[config.mk]
export PLATFORM = sky130hd
export DESIGN_NAME = simple_fpga_cvs_core
export DESIGN_NICKNAME = d
export VERILOG_FILES = /design/src/rtl/simple_fpga_cvs_pkg.sv /design/src/rtl/simple_fpga_cvs_core_freq_monitor.sv /design/src/rtl/simple_fpga_cvs_core.sv
export SDC_FILE = /design/constraint.sdc
export NUM_CORES = 1
export LEC_CHECK = 0
export CAP_MARGIN = 10
export CORE_MARGIN = 10
export CORE_UTILIZATION = 57
export CTS_BUF_LIST = sky130_fd_sc_hd__clkbuf_4
export DETAILED_ROUTE_END_ITERATION = 10
export PLACE_DENSITY = 0.82
export SLEW_MARGIN = 40
export SYNTH_ARGS = -nofsm -noshare
export SYNTH_HDL_FRONTEND = slang
export SYNTH_HIERARCHICAL = 1
export SYNTH_SLANG_ARGS = --single-unit
[constraint.sdc]
create_clock -name clock -period 2.9 [get_ports clock]
set_input_delay 0.58 -clock clock [delete_from_list [all_inputs] [get_ports clock]]
set_output_delay 0.58 -clock clock [all_outputs]
set_load 0.03 [all_outputs]
[src/rtl/simple_fpga_cvs_pkg.sv]
// Shared constants for the FPGA clock/signal verification core.
package simple_fpga_cvs_pkg;

  localparam int unsigned N_CH          = 5;
  localparam int unsigned WINDOW_CYCLES = 65536;
  localparam int unsigned COUNT_W       = 16;
  localparam int unsigned MIN_EDGES     = 1;

  // Bit positions within the differential oscillator pair
  localparam int unsigned OSC_P = 0;
  localparam int unsigned OSC_N = 1;

endpackage

[src/rtl/simple_fpga_cvs_core_freq_monitor.sv]
// Oscillator activity monitor: synchronizes a free-running signal and counts its
// rising edges over fixed windows of the system clock.
module freq_monitor #(
  parameter int unsigned WINDOW_CYCLES = 65536,
  parameter int unsigned COUNT_W       = 16,
  parameter int unsigned MIN_EDGES     = 1
) (
  input  logic               clk_i,
  input  logic               rst_ni,
  input  logic               osc_i,
  output logic               alive_o,
  output logic [COUNT_W-1:0] count_o
);

  localparam int unsigned WcW = $clog2(WINDOW_CYCLES);
  localparam logic [WcW-1:0] WcLast = WcW'(WINDOW_CYCLES - 1);

  // sync_q[0] = s1, sync_q[1] = s2, sync_q[2] = s3
  logic [2:0]         sync_q;
  logic [WcW-1:0]     wc_q;
  logic [COUNT_W-1:0] ec_q;
  logic [COUNT_W-1:0] ec_inc;
  logic [COUNT_W-1:0] count_q;
  logic               alive_q;
  logic               rise;
  logic               win_end;

  always_comb begin
    rise    = sync_q[1] & ~sync_q[2];
    win_end = (wc_q == WcLast);
    // Includes this cycle's edge so an edge on the closing cycle lands in that window
    ec_inc  = (rise && !(&ec_q)) ? ec_q + 1'b1 : ec_q;
  end

  always_ff @(posedge clk_i or negedge rst_ni) begin
    if (!rst_ni) begin
      sync_q  <= '0;
      wc_q    <= '0;
      ec_q    <= '0;
      count_q <= '0;
      alive_q <= 1'b0;
    end else begin
      sync_q <= {sync_q[1:0], osc_i};
      wc_q   <= wc_q + 1'b1;
      if (win_end) begin
        count_q <= ec_inc;
        alive_q <= (32'(ec_inc) >= MIN_EDGES);
        ec_q    <= '0;
      end else begin
        ec_q <= ec_inc;
      end
    end
  end

  assign alive_o = alive_q;
  assign count_o = count_q;

endmodule

[src/rtl/simple_fpga_cvs_core.sv]
// Top level of the bring-up core: pin pass-through, differential oscillator receiver
// and the oscillator frequency monitor.
module simple_fpga_cvs_core #(
  parameter int unsigned N_CH          = simple_fpga_cvs_pkg::N_CH,
  parameter int unsigned WINDOW_CYCLES = simple_fpga_cvs_pkg::WINDOW_CYCLES,
  parameter int unsigned COUNT_W       = simple_fpga_cvs_pkg::COUNT_W,
  parameter int unsigned MIN_EDGES     = simple_fpga_cvs_pkg::MIN_EDGES
) (
  input  logic               clock,
  input  logic               reset_n,
  input  logic [N_CH-1:0]    in_sig,
  output logic [N_CH-1:0]    out,
  input  logic [1:0]         osc_300_pn,
  output logic               osc_300_out,
  output logic               osc_300_alive,
  output logic [COUNT_W-1:0] osc_300_count
);

  import simple_fpga_cvs_pkg::*;

  assign out = in_sig;

  // An invalid pair (P == N) resolves to 0
  assign osc_300_out = osc_300_pn[OSC_P] & ~osc_300_pn[OSC_N];

  freq_monitor #(
    .WINDOW_CYCLES (WINDOW_CYCLES),
    .COUNT_W       (COUNT_W),
    .MIN_EDGES     (MIN_EDGES)
  ) u_freq_monitor (
    .clk_i   (clock),
    .rst_ni  (reset_n),
    .osc_i   (osc_300_out),
    .alive_o (osc_300_alive),
    .count_o (osc_300_count)
  );

endmodule

Word-level counts from Yosys, hierarchy flattened
Cells that the tools add are included.
{"block": "totals", "regBits": 52, "input_bits": 9, "out_inout_bits": 23, "elab_cells": 18}
{"block": "op_classes", "addsub": 2, "n_lt_le_gt_ge": 1, "eq_ne": 1, "mux": 2, "bitwise_logic": 4, "reduce_logical": 3}
{"op": "adder 16 x 1 -> 16 bit (second input constant)", "count": 2}
{"op": "2-to-1 mux 16 bit", "count": 2}
{"op": "equality test 16 bit (second input constant)", "count": 1}
{"op": ">= comparator 16 x 1 -> 1 bit (second input constant)", "count": 1}
{"op": "AND reduction 16 bit", "count": 1}
{"op": "AND 1 bit", "count": 2}
{"op": "NOT 1 bit", "count": 2}
{"op": "logical AND 1 bit", "count": 1}
{"op": "logical NOT 1 bit", "count": 1}

Logic depth before layout (Yosys ltp)
Gate-level depths: netlist of run 1.
{"block": "logic_depth", "word_depth": 5, "ltp_mapped": 8, "ltp_nobuf": 7}

Hierarchy
The synthesis of run 1 kept the hierarchy.
{"mod": "freq_monitor", "n_inst": 1, "cells_each": 241, "area_each_um2": 2463.6, "seq_area_each_um2": 1301.2}
{"mod": "simple_fpga_cvs_core", "n_inst": 1, "cells_each": 6, "area_each_um2": 51.3, "seq_area_each_um2": 0.0}

Worst setup path before layout of run 1
OpenSTA, ideal clock, no wires.
{"block": "synth_path", "path_type": "register to register", "start": "reg u_freq_monitor.ec_q[0]", "end": "reg u_freq_monitor.alive_q, in the netlist u_freq_monitor/alive_o", "setup_ns": 0.134, "arrival_time_ns": 1.941, "required_ns": 2.766, "setup_slack_ns": 0.825, "stages_incl_launch_ff": 8, "n_path_buf": 0, "synth_period_minus_slack_ns": 2.075, "cell_sequence": "dfrtp_1 > ha_1 > nand4_1 > nor4_2 > mux2i_1 > nand4_1 > nor4_1 > a31oi_1"}
{"block": "synth_via", "elab_chain_len": 5, "word_cells_on_any_way": 6, "classes_between": "add/sub: 1; order compare: 1; mux: 1; reduce/logical: 3"}
{"item": "start: declaration", "line_no": "simple_fpga_cvs_core_freq_monitor.sv:21", "rtl": "logic [COUNT_W-1:0] ec_q;"}
{"item": "start signal: assignment", "line_no": "simple_fpga_cvs_core_freq_monitor.sv:50", "rtl": "ec_q <= ec_inc;"}
{"item": "parallel branches: the longest is 3 deep, another holds adder 16 x 1 -> 16 bit"}
{"item": "2-to-1 mux 16 bit (*)", "line_no": "simple_fpga_cvs_core_freq_monitor.sv:32", "rtl": "ec_inc = (rise && !(&ec_q)) ? ec_q + 1'b1 : ec_q;"}
{"item": ">= comparator 16 x 1 -> 1 bit (*)", "line_no": "simple_fpga_cvs_core_freq_monitor.sv:47", "rtl": "alive_q <= (32'(ec_inc) >= MIN_EDGES);"}
{"item": "end signal: assignment", "line_no": "simple_fpga_cvs_core_freq_monitor.sv:47"}
{"item": "end: declaration", "line_no": "simple_fpga_cvs_core_freq_monitor.sv:24", "rtl": "logic alive_q;"}
Mark *: on every way between the ends.
A chain may end at the register's enable or synchronous reset.

Worst setup path after layout of run 1
Same ends and word-level chain as after synthesis.

==> run_results.csv, run 1 <==
group,metric,value,unit
outcome,status,"complete, no violations",
setup_path,cp-end-kind,"flop",
clocking,clkLatencyLatePin,0.37,ns
place,place.detailed.hpwl,3707,um
clocking,cts_buffers,5,
place,dpl_worst_slack,0.4315,ns
clocking,cts_resized,0,
yosys,synth_top_cell_area_share,51.74,%
die,fp.dieArea,7469,um2
yosys,yosysWarnings,6,
drt,firstDrtPassIters,4,
setup_path,critPathMaxFanout,7,
global_routing,antenna_found_initial,0,
yosys,synth_compound_area_share,8.109,%
pwr,p_per_area,494.4,nW/um2
min_path,hold_class,"in -> async",
cells_and_area,nets,279,
timing,max_slew_margin,62.40,%
setup_path,cp.arrival,2.81,ns
place,numPortBuffers,21,
cells_and_area,regArea,1301,um2
yosys,netlist_instances,247,
timing,hold_viol,0,
die,die_w,86.43,um
timing,worst_slack,0.3460,ns
cells_and_area,area_growth,12.29,%
die,rows,24,
yosys,synthFlopType,"dfrtp_1",
yosys,yosysUniqueCellTypes,46,
timing,setup_viol,0,
pwr,irDropWorstVdd,0.4192,mV
pwr,pwr-share-seq,58.9,%
clocking,clockBufferDepth,2,
timing,timing.fmax,0.3915,GHz
die,io_pins,32,
cells_and_area,fin_util,65.31,%
drt,routed-via-count,1892,
pwr,p_sw_share,27.28,%
yosys,synth_area,2515,um2
clocking,cts_root_buffer,"clkbuf_4",
yosys,synthXorXnorAreaFrac,7.662,%
yosys,synthAdderAreaFrac,0.9950,%
cells_and_area,multiInputGateArea,1116,um2
timing,tns,0,ns
pwr,p_int,1.015,mW
cells_and_area,final_cell_mix,"52 x dfrtp_1, 30 x nand2_1, 29 x nor2_1, 20 x clkdlybuf4s50_1",
timing,fin_crit_sh,88.07,%
setup_path,worst-setup-path-type,"reg -> reg",
setup_path,timing.rr.end,"u_freq_monitor/alive_o",
drt,wirelength,5057,um
timing,worstMarginPinSlew,0.5640,ns
cells_and_area,final_common_cell,"dfrtp_1",
global_routing,gr-total-overflow,0,
yosys,synth_seq_cells,52,
cells_and_area,drive_gt1_share,11.90,%
clocking,cts.sinks,52,
setup_path,cp-start-kind,"flop",
global_routing,grt_pass1_wl,8907,um
yosys,synth_edf_count,0,
pwr,combPwrFrac,12.3,%
die,die_y,86.43,um
cells_and_area,diodes,0,
die,core_area,4324,um2
yosys,muxShareOfSynthArea,2.438,%
place,gp_congestion,0.9496,
clocking,clk_pin_slew,0.14,ns
setup_path,required,3.16,ns
setup_path,r2r-start,"u_freq_monitor/ec_q[0]",
yosys,ys_async_sr_fraction,100.0,%
pwr,leakage,1.205,nW
drt,via_per_inst,5.894,
setup_path,crit_path_start,"u_freq_monitor/ec_q[0]",
global_routing,grt_max_degree,28,
die,start_util,58.16,%
yosys,yosys.area_share.simple,25.17,%
yosys,avgSynthCellArea,10.18,um2
timing,rsz0062_at_grt,"no",
clocking,cts.hold.buffers_added,0,
yosys,yosysTopAreaCell,"dfrtp_1",
timing,fin_worst_skew,0.01091,ns
global_routing,grt_pass1_vias,1897,
global_routing,track_usage,14.43,%
pwr,p_clk_share,28.8,%
drt,drcViolationCount,0,
clocking,h-tree-depth,2,
clocking,postCtsSetupRepairBufs,0,
yosys,synth_area_leaders,"dfrtp_1 52%, xnor2_1 5.6%, nand2_1 4.5%",
timing,slew_violations,0,
setup_path,r2r_cells,7,
drt,detail-route-antenna-nets,0,
setup_path,rrSetupSlack,0.35,ns
drt,wl_per_cell,15.75,um
cells_and_area,fillers,374,
yosys,syn-num-nets,258,
pwr,p_switching,380.9,uW
timing,min_period,2.554,ns
run,maxCapViolations,0,
yosys,yosysSeqAreaShare,51.74,%
setup_path,endpoint,"u_freq_monitor/alive_o",
yosys,synth_top_family_by_area,"simple AND/OR/NAND/NOR gates",
clocking,cts_tree,"built",
drt,initialDrtViolationCount,154,
how the worst min path moves through the flow:
| stage | startpoint | end | slack, ns | depth (start not counted) |
|---|---|---|---|---|
| 6_report | reset_n | u_freq_monitor/alive_o | 0.18 | 1 |
| 2_1_floorplan | reset_n | u_freq_monitor/alive_o | 0.28 | 0 |
| 5_1_grt | reset_n | u_freq_monitor/ec_q[7] | 0.21 | 1 |
| 3_5_place_dp | u_freq_monitor/sync_q[0] | u_freq_monitor/sync_q[1] | 0.34 | 0 |
| 3_3_place_gp | u_freq_monitor/sync_q[0] | u_freq_monitor/sync_q[1] | 0.36 | 0 |
| 4_1_cts | reset_n | u_freq_monitor/alive_o | 0.19 | 1 |
metal layers:
layer	vias to the layer above	global-route usage [%]	wire, um
met5	-	0	0
met4	0	5.007	68
met3	10	4.315	285
met2	39	23.62	2503
met1	939	17.64	2199
li1	904	-	-
per-stage QoR:
| stage | std cells | hold slack [ns] | instance area [um2] | total power [mW] |
|---|---|---|---|---|
| floorplan | 247 | 0.2844 | 2515 | 0.9593 |
| detailed placement | 313 | 0.3381 | 2744 | 1.010 |
| global placement | 313 | 0.3564 | 2744 | 0.9930 |
| CTS | 321 | 0.1927 | 2824 | 1.416 |
| finish | 321 | 0.1750 | 2824 | 1.396 |
| global route | 321 | 0.2065 | 2824 | 1.467 |
cells by family after synthesis:
logic type | Yosys count
simple gates | 114
flops | 52
compound gates | 33
xor+xnor | 22
buf+inv | 18
mux | 6
fa+ha+maj | 2
synth_stat cells (2+ instances only):
master,number
o21ai_0,16
o21ai_1,4
or2_2,3
and3_1,2
nor3_1,2
buf_4,5
xnor2_1,16
dfrtp_1,52
nor4_2,3
nand4b_1,3
nand3_1,9
and4_2,2
o31ai_1,3
nor4_1,5
a21oi_1,3
nor2_1,29
xor2_1,6
clkbuf_1,4
mux2i_1,5
nand4_1,10
ha_1,2
inv_1,7
o22ai_1,2
and4_1,3
nand2_1,30
sequential cells by signal, summed over array words and instances (netlist names):
signal                  cells
u_freq_monitor/count_o     16
u_freq_monitor/ec_q        16
u_freq_monitor/wc_q        16
u_freq_monitor/sync_q       3
u_freq_monitor/alive_o      1
power groups by stage:
stage                     clock network (mW)  registers (mW)  logic [mW]
after floorplan                            0           0.810       0.150
after global placement                     0           0.830       0.163
after detailed placement                   0           0.836       0.174
after CTS                              0.419           0.822       0.175
after global routing                   0.437           0.834       0.196
final                                  0.402           0.822       0.172
worst max-delay path: stages, from the launching register on:
cell and delay [ns]:
dfrtp_1 0.48, ha_1 0.27, nand4_1 0.24, nor4_2 0.49, mux2i_1 0.34, nand4_1 0.13, nor4_1 0.36, a31oi_1 0.14
cell type report:
class	instances	area share [%]
Inverter	7	0.9304
Timing Repair Buffer	25	8.330
Clock buffer	5	1.329
Sequential cell	52	46.08
Clock inverter	3	1.506
Tap cell	52	2.304
Multi-Input combinational cell	177	39.52
No activity file was read; power rests on OpenSTA's default activity.
==> run 2, diff against run 1 <==
--- a/config.mk
+++ b/config.mk
@@ -16,3 +16,4 @@
 export SYNTH_HDL_FRONTEND = slang
 export SYNTH_HIERARCHICAL = 1
 export SYNTH_SLANG_ARGS = --single-unit
+export TNS_END_PERCENT = 50
==> results of run 2 <==
No change in the layout: final DEF, timing and power equal those of run 1.
